--- src/rtl/adap_quan.sv ---
// Iterative adaptive quantizer: |D| to log domain (LOG), subtract scale (SUB),
// then compare against decision levels one per cycle (QUAN). Optional macro RATE_40K_EN adds the 40k path.
module adap_quan (
    input  logic        clk,
    input  logic        reset,
    input  logic        scan_in0,
    input  logic        scan_en,
    output logic        scan_out0,
    input  logic [15:0] D,
    input  logic [12:0] Y,
    input  logic [1:0]  RATE,
    input  logic        D_VALID,
    output logic        D_READY,
    output logic [4:0]  I,
    output logic        I_VALID
);

    typedef enum logic [2:0] {S_IDLE, S_LOG, S_SUB, S_QUAN, S_DONE} state_t;

    // Decision levels in ascending order; the last entry of each table is padding.
`ifdef RATE_40K_EN
    localparam logic signed [11:0] THR40 [16] = '{
        -12'sd122, -12'sd16, 12'sd68, 12'sd139, 12'sd198, 12'sd250, 12'sd298, 12'sd339,
        12'sd378, 12'sd413, 12'sd445, 12'sd475, 12'sd502, 12'sd528, 12'sd553, 12'sd0};
`endif
    localparam logic signed [11:0] THR32 [8] = '{
        -12'sd124, 12'sd80, 12'sd178, 12'sd246, 12'sd300, 12'sd349, 12'sd400, 12'sd0};
    localparam logic signed [11:0] THR24 [4] = '{12'sd8, 12'sd218, 12'sd331, 12'sd0};
    localparam logic signed [11:0] THR16     = 12'sd261;

    state_t             r_state;
    state_t             w_state_next;
    logic               r_ds;
    logic [14:0]        r_sh;
    logic [3:0]         r_e;
    logic [3:0]         r_cnt;
    logic [1:0]         r_rate;
    logic [10:0]        r_yq;
    logic signed [11:0] r_dln;
    logic [3:0]         r_mag;
    logic [4:0]         r_i;
    logic               r_ivalid;

    logic [15:0]        w_neg;
    logic [14:0]        w_mag;
    logic [10:0]        w_dl;
    logic [1:0]         w_rate_in;
    logic [3:0]         w_last_q;
    logic [4:0]         w_mask;
    logic signed [11:0] w_thr;
    logic [4:0]         w_code;
    logic               w_unused;

    assign w_unused  = &{1'b0, scan_in0, scan_en, Y[1:0], w_neg[15]};
    assign scan_out0 = 1'b0;
    assign I         = r_i;
    assign I_VALID   = r_ivalid;

    // -32768 has no positive 16-bit twin, so it saturates to the largest magnitude.
    assign w_neg = 16'd0 - D;
    assign w_mag = (D == 16'h8000) ? 15'h7FFF : (D[15] ? w_neg[14:0] : D[14:0]);
    assign w_dl  = {r_e, r_sh[13:7]};

`ifdef RATE_40K_EN
    assign w_rate_in = RATE;
`else
    assign w_rate_in = (RATE == 2'b00) ? 2'b01 : RATE;
`endif

    always_comb begin
        w_last_q = 4'd6;
        w_mask   = 5'h0F;
        w_thr    = THR32[r_cnt[2:0]];
        case (r_rate)
`ifdef RATE_40K_EN
            2'b00: begin
                w_last_q = 4'd14;
                w_mask   = 5'h1F;
                w_thr    = THR40[r_cnt];
            end
`endif
            2'b10: begin
                w_last_q = 4'd2;
                w_mask   = 5'h07;
                w_thr    = THR24[r_cnt[1:0]];
            end
            2'b11: begin
                w_last_q = 4'd0;
                w_mask   = 5'h03;
                w_thr    = THR16;
            end
            default: ;
        endcase
    end

    assign w_code = (r_ds ? ~{1'b0, r_mag} : {1'b0, r_mag}) & w_mask;

    always_ff @(posedge clk or negedge reset) begin
        if (!reset) r_state <= S_IDLE;
        else        r_state <= w_state_next;
    end

    always_comb begin
        w_state_next = r_state;
        D_READY      = 1'b0;
        case (r_state)
            S_IDLE: begin
                D_READY = 1'b1;
                if (D_VALID) w_state_next = S_LOG;
            end
            S_LOG:   if (r_cnt == 4'd14) w_state_next = S_SUB;
            S_SUB:   w_state_next = S_QUAN;
            S_QUAN:  if (r_cnt == w_last_q) w_state_next = S_DONE;
            S_DONE:  w_state_next = S_IDLE;
            default: w_state_next = S_IDLE;
        endcase
    end

    always_ff @(posedge clk or negedge reset) begin
        if (!reset) begin
            r_ds     <= 1'b0;
            r_sh     <= '0;
            r_e      <= '0;
            r_cnt    <= '0;
            r_rate   <= '0;
            r_yq     <= '0;
            r_dln    <= '0;
            r_mag    <= '0;
            r_i      <= '0;
            r_ivalid <= 1'b0;
        end else begin
            r_ivalid <= (r_state == S_DONE);
            case (r_state)
                S_IDLE: if (D_VALID) begin
                    r_ds   <= D[15];
                    r_sh   <= w_mag;
                    r_e    <= 4'd14;
                    r_cnt  <= '0;
                    r_rate <= w_rate_in;
                    r_yq   <= Y[12:2];
                    r_mag  <= '0;
                end
                S_LOG: begin
                    // Normalise until the leading one reaches bit 14 or the exponent bottoms out.
                    if (!r_sh[14] && (r_e != 4'd0)) begin
                        r_sh <= {r_sh[13:0], 1'b0};
                        r_e  <= r_e - 4'd1;
                    end
                    r_cnt <= (r_cnt == 4'd14) ? 4'd0 : r_cnt + 4'd1;
                end
                S_SUB: r_dln <= {1'b0, w_dl} - {1'b0, r_yq};
                S_QUAN: begin
                    if (r_dln >= w_thr) r_mag <= r_mag + 4'd1;
                    r_cnt <= r_cnt + 4'd1;
                end
                S_DONE: r_i <= w_code;
                default: ;
            endcase
        end
    end

endmodule

--- config.mk ---
export PLATFORM = sky130hd
export DESIGN_NAME = adap_quan
export DESIGN_NICKNAME = d
export VERILOG_FILES = /design/src/rtl/adap_quan.sv
export SDC_FILE = /design/constraint.sdc
export NUM_CORES = 1
export LEC_CHECK = 0
export CAP_MARGIN = 25
export CORE_ASPECT_RATIO = 0.9
export CORE_MARGIN = 4
export CORE_UTILIZATION = 57
export DETAILED_ROUTE_END_ITERATION = 8
export PLACE_DENSITY = 0.83
export REMOVE_ABC_BUFFERS = 1
export SYNTH_ARGS = -nofsm -noshare
export SYNTH_HDL_FRONTEND = slang
export SYNTH_SLANG_ARGS = --single-unit
--- constraint.sdc ---
create_clock -name clk -period 3.2 [get_ports clk]
set_input_delay 0.96 -clock clk [delete_from_list [all_inputs] [get_ports clk]]
set_output_delay 0.96 -clock clk [all_outputs]
set_load 0.02 [all_outputs]
==> results.yml <==
status:
  outcome: "completed"
floorplan:
  die_w_um: 96.6
  ios: 44
  row_count: 28
  initial_core_util: 0.598
  dieHeight_um: 87.7
  dieArea_mm2: 0.00847
  coreArea_mm2: 0.00673
global_route:
  grt_pass1_vias: 3578
  antenna_found_initial: 0
  grtUsageTotal: 0.245
  grt_pass1_wl_um: 16000
  grt_max_degree: 34
  grt-ovfl-total: 0
synthesis:
  synthArstFlopShare: 1.00
  synth_top_family_by_area: "compound AO/OA/AOI/OAI gates"
  syn-cell-area_mm2: 0.00403
  synth-seq-cells: 61
  ys_warn_count: 0
  yosys.area_share.simple: 0.170
  synth_xor_area_frac: 0.0457
  ys.flop_type: "dfrtp_1"
  synth_mux_area_frac: 0.0127
  synth_compound_area_frac: 0.235
  avgSynthCellArea_um2: 8.75
  ys_types: 58
  synthAdderAreaFrac: 0.104
  synth_edf_count: 0
  postSynthCellCount: 460
  seq_area_frac_synth: 0.379
pwr:
  peakVddDrop_v: 0.000519
  clockPowerShare: 0.126
  combPwrFrac: 0.583
  p_per_area_mw_per_mm2: 1010
  p_switching_mw: 2.16
  total_power_mw: 4.85
  p_int_mw: 2.69
  p_leak_nw: 2.14
  switching_share: 0.445
  seqPwrFrac: 0.291
drt:
  post_drt_wl_per_cell_um: 15.3
  dr.pass1.iters: 5
  num_vias: 3511
  viasPerCell: 5.79
  ant_nets: 0
  drc: 0
  wl_um: 9290
  drtIter0Drc: 185
clocking:
  cts_tree: "yes"
  cts_hold_buf: 0
  cts_resized: 0
  h-tree-depth: 3
  clk_pin_slew_ns: 0.07
  clockBufferDepth: 2
  cts.sinks: 61
  cts_root_buf: "clkbuf_8"
  insertion_delay_ns: 0.35
  numCtsBuffers: 9
  cts_setup_buffers: 0
setup_path:
  crit_type: "flop to flop"
  cp_max_fo: 4
  r2r_setup_slack_ns: 0.19
  path_cells: "inv_1 > ha_1 > o21ai_0 > o21ai_0 > ha_1 > nand2b_1 > a2111oi_0 > nand4b_1 > a31oi_1 > a221o_1"
  r2r_cells: 10
  crit_slowest_cell: "a2111oi_0"
  cp-end-kind: "flop"
  crit_path_max_incr_delay_ns: 0.57
  required_ns: 3.42
  cp-start-kind: "flop"
  critPathArrivalTime_ns: 3.24
cells_and_area:
  layout_common_cells: "73 x nand2_1, 61 x dfrtp_1, 46 x o21ai_0"
  drive_above_1_share: 0.112
  fin_util: 0.712
  fin_nets: 580
  antenna_cells: 0
  final_area_mm2: 0.00479
  final_common_cell: "nand2_1"
  syn2layout_area_growth_pct: 19.1
timing:
  relSlewSlack: 0.525
  finalCritPeriodShare: 0.942
  setup_violations: 0
  fmax_ghz: 0.332
  period_needed_ns: 3.01
  hold_viol: 0
  drv_slew: 0
  skew_ns: 0.00831
  hold_ws_ns: 0.475
  tightest_slew_ns: 0.694
  finalWorstSetupSlack_ns: 0.187
  grt_setup_unrepaired: "no"
placed_design:
  place_area_mm2: 0.00462
  hpwl_um: 6990
  io_buffer_count: 37
  gp_congestion: 0.898
  dpl_worst_slack_ns: -0.133
worst_hold_path:
  min_path_cells: 1
  hp-class: "flop to flop"
job:
  maxCapViolations: 0
[metal layers]
metal	vias up	share of wire	track usage
li1	1739	-	-
met2	91	0.49	0.397
met3	14	0.055	0.0593
met5	-	0	0
met4	0	0.018	0.0981
met1	1667	0.44	0.316
[per-stage QoR]
stage | instances | TNS (ns)
final | 606 | 0
after global routing | 606 | 0
after CTS | 606 | 0
after detailed placement | 590 | -1.36
after global placement | 590 | -0.843
after floorplan | 436 | 0
[cells in the mapped netlist (3+ instances only)]
| cell type | instances | area [um2] |
|---|---|---|
| a211oi_1 | 4 | 30.0 |
| nor2b_1 | 3 | 18.8 |
| clkbuf_1 | 17 | 63.8 |
| or4_1 | 4 | 30.0 |
| buf_2 | 4 | 20.0 |
| a31oi_1 | 4 | 25.0 |
| dfrtp_1 | 61 | 1530 |
| mux2i_1 | 4 | 40.0 |
| inv_1 | 26 | 97.6 |
| o31ai_1 | 13 | 97.6 |
| o21a_1 | 15 | 113 |
| nand2_1 | 73 | 274 |
| a21oi_1 | 14 | 70.1 |
| or2_2 | 3 | 18.8 |
| nor3_1 | 8 | 40.0 |
| o21ai_2 | 8 | 70.1 |
| o22ai_1 | 12 | 75.1 |
| a21o_1 | 5 | 37.5 |
| nand2b_1 | 6 | 37.5 |
| nor2_1 | 22 | 82.6 |
| o21ai_0 | 46 | 230 |
| or3_1 | 3 | 18.8 |
| ha_1 | 32 | 400 |
| xnor2_1 | 17 | 149 |
| and2_1 | 3 | 18.8 |
| xor2_1 | 4 | 35.0 |
| o31a_1 | 3 | 26.3 |
| nand3_1 | 5 | 25.0 |
[worst max-delay path, delay by kind of cell, from the launching register on]
kind | cells | cell delay [ns]
flops | 1 | 0.36
fa+ha+maj | 2 | 0.54
compound gates | 5 | 1.49
simple gates | 2 | 0.40
buf+inv | 1 | 0.10
[kinds of logic (layout without fill, tap and decap cells)]
group           count (synthesis)  count (layout)
compound gates                143             143
fa+ha+maj                      33              33
xor+xnor                       21              21
flops                          61              61
buf+inv                        51             106
other cells                     1               2
simple gates                  145             145
mux                             5               5
[sequential cells by signal, indices dropped and copies added (netlist names)]
register / count
r_e: 4
r_cnt: 4
r_sh: 15
r_mag: 4
r_dln: 12
r_yq: 11
I: 4
r_state: 3
I_VALID: 1
r_rate: 2
r_ds: 1
[path summary, 6_finish.rpt]
check,from,end
worst max-delay path,r_cnt[0],r_mag[3]
worst min-delay path,I[2],I[2]
worst max register to register,r_cnt[0],r_mag[3]
worst min register to register,I[2],I[2]
max in group asynchronous,reset,r_mag[0]
min in group asynchronous,reset,r_yq[0]
[area by class of cell]
class                   count  area (um2)
inverters                  26        97.6
clock buffers              15         166
clock inverters             1        5.00
flip-flops and latches     61        1530
well taps                  90         113
fillers                   506        1930
repair buffers             64         593
multi-input cells         349        2290
[power by group through the flow]
stage	registers, mW	clock network (mW)	logic, mW
after floorplan	1.39	0	1.97
after global placement	1.39	0	2.63
after detailed placement	1.41	0	2.79
after CTS	1.40	0.619	2.82
after global routing	1.46	0.657	3.22
final	1.41	0.613	2.83
Note: power is estimated with default switching activity, not from simulation.
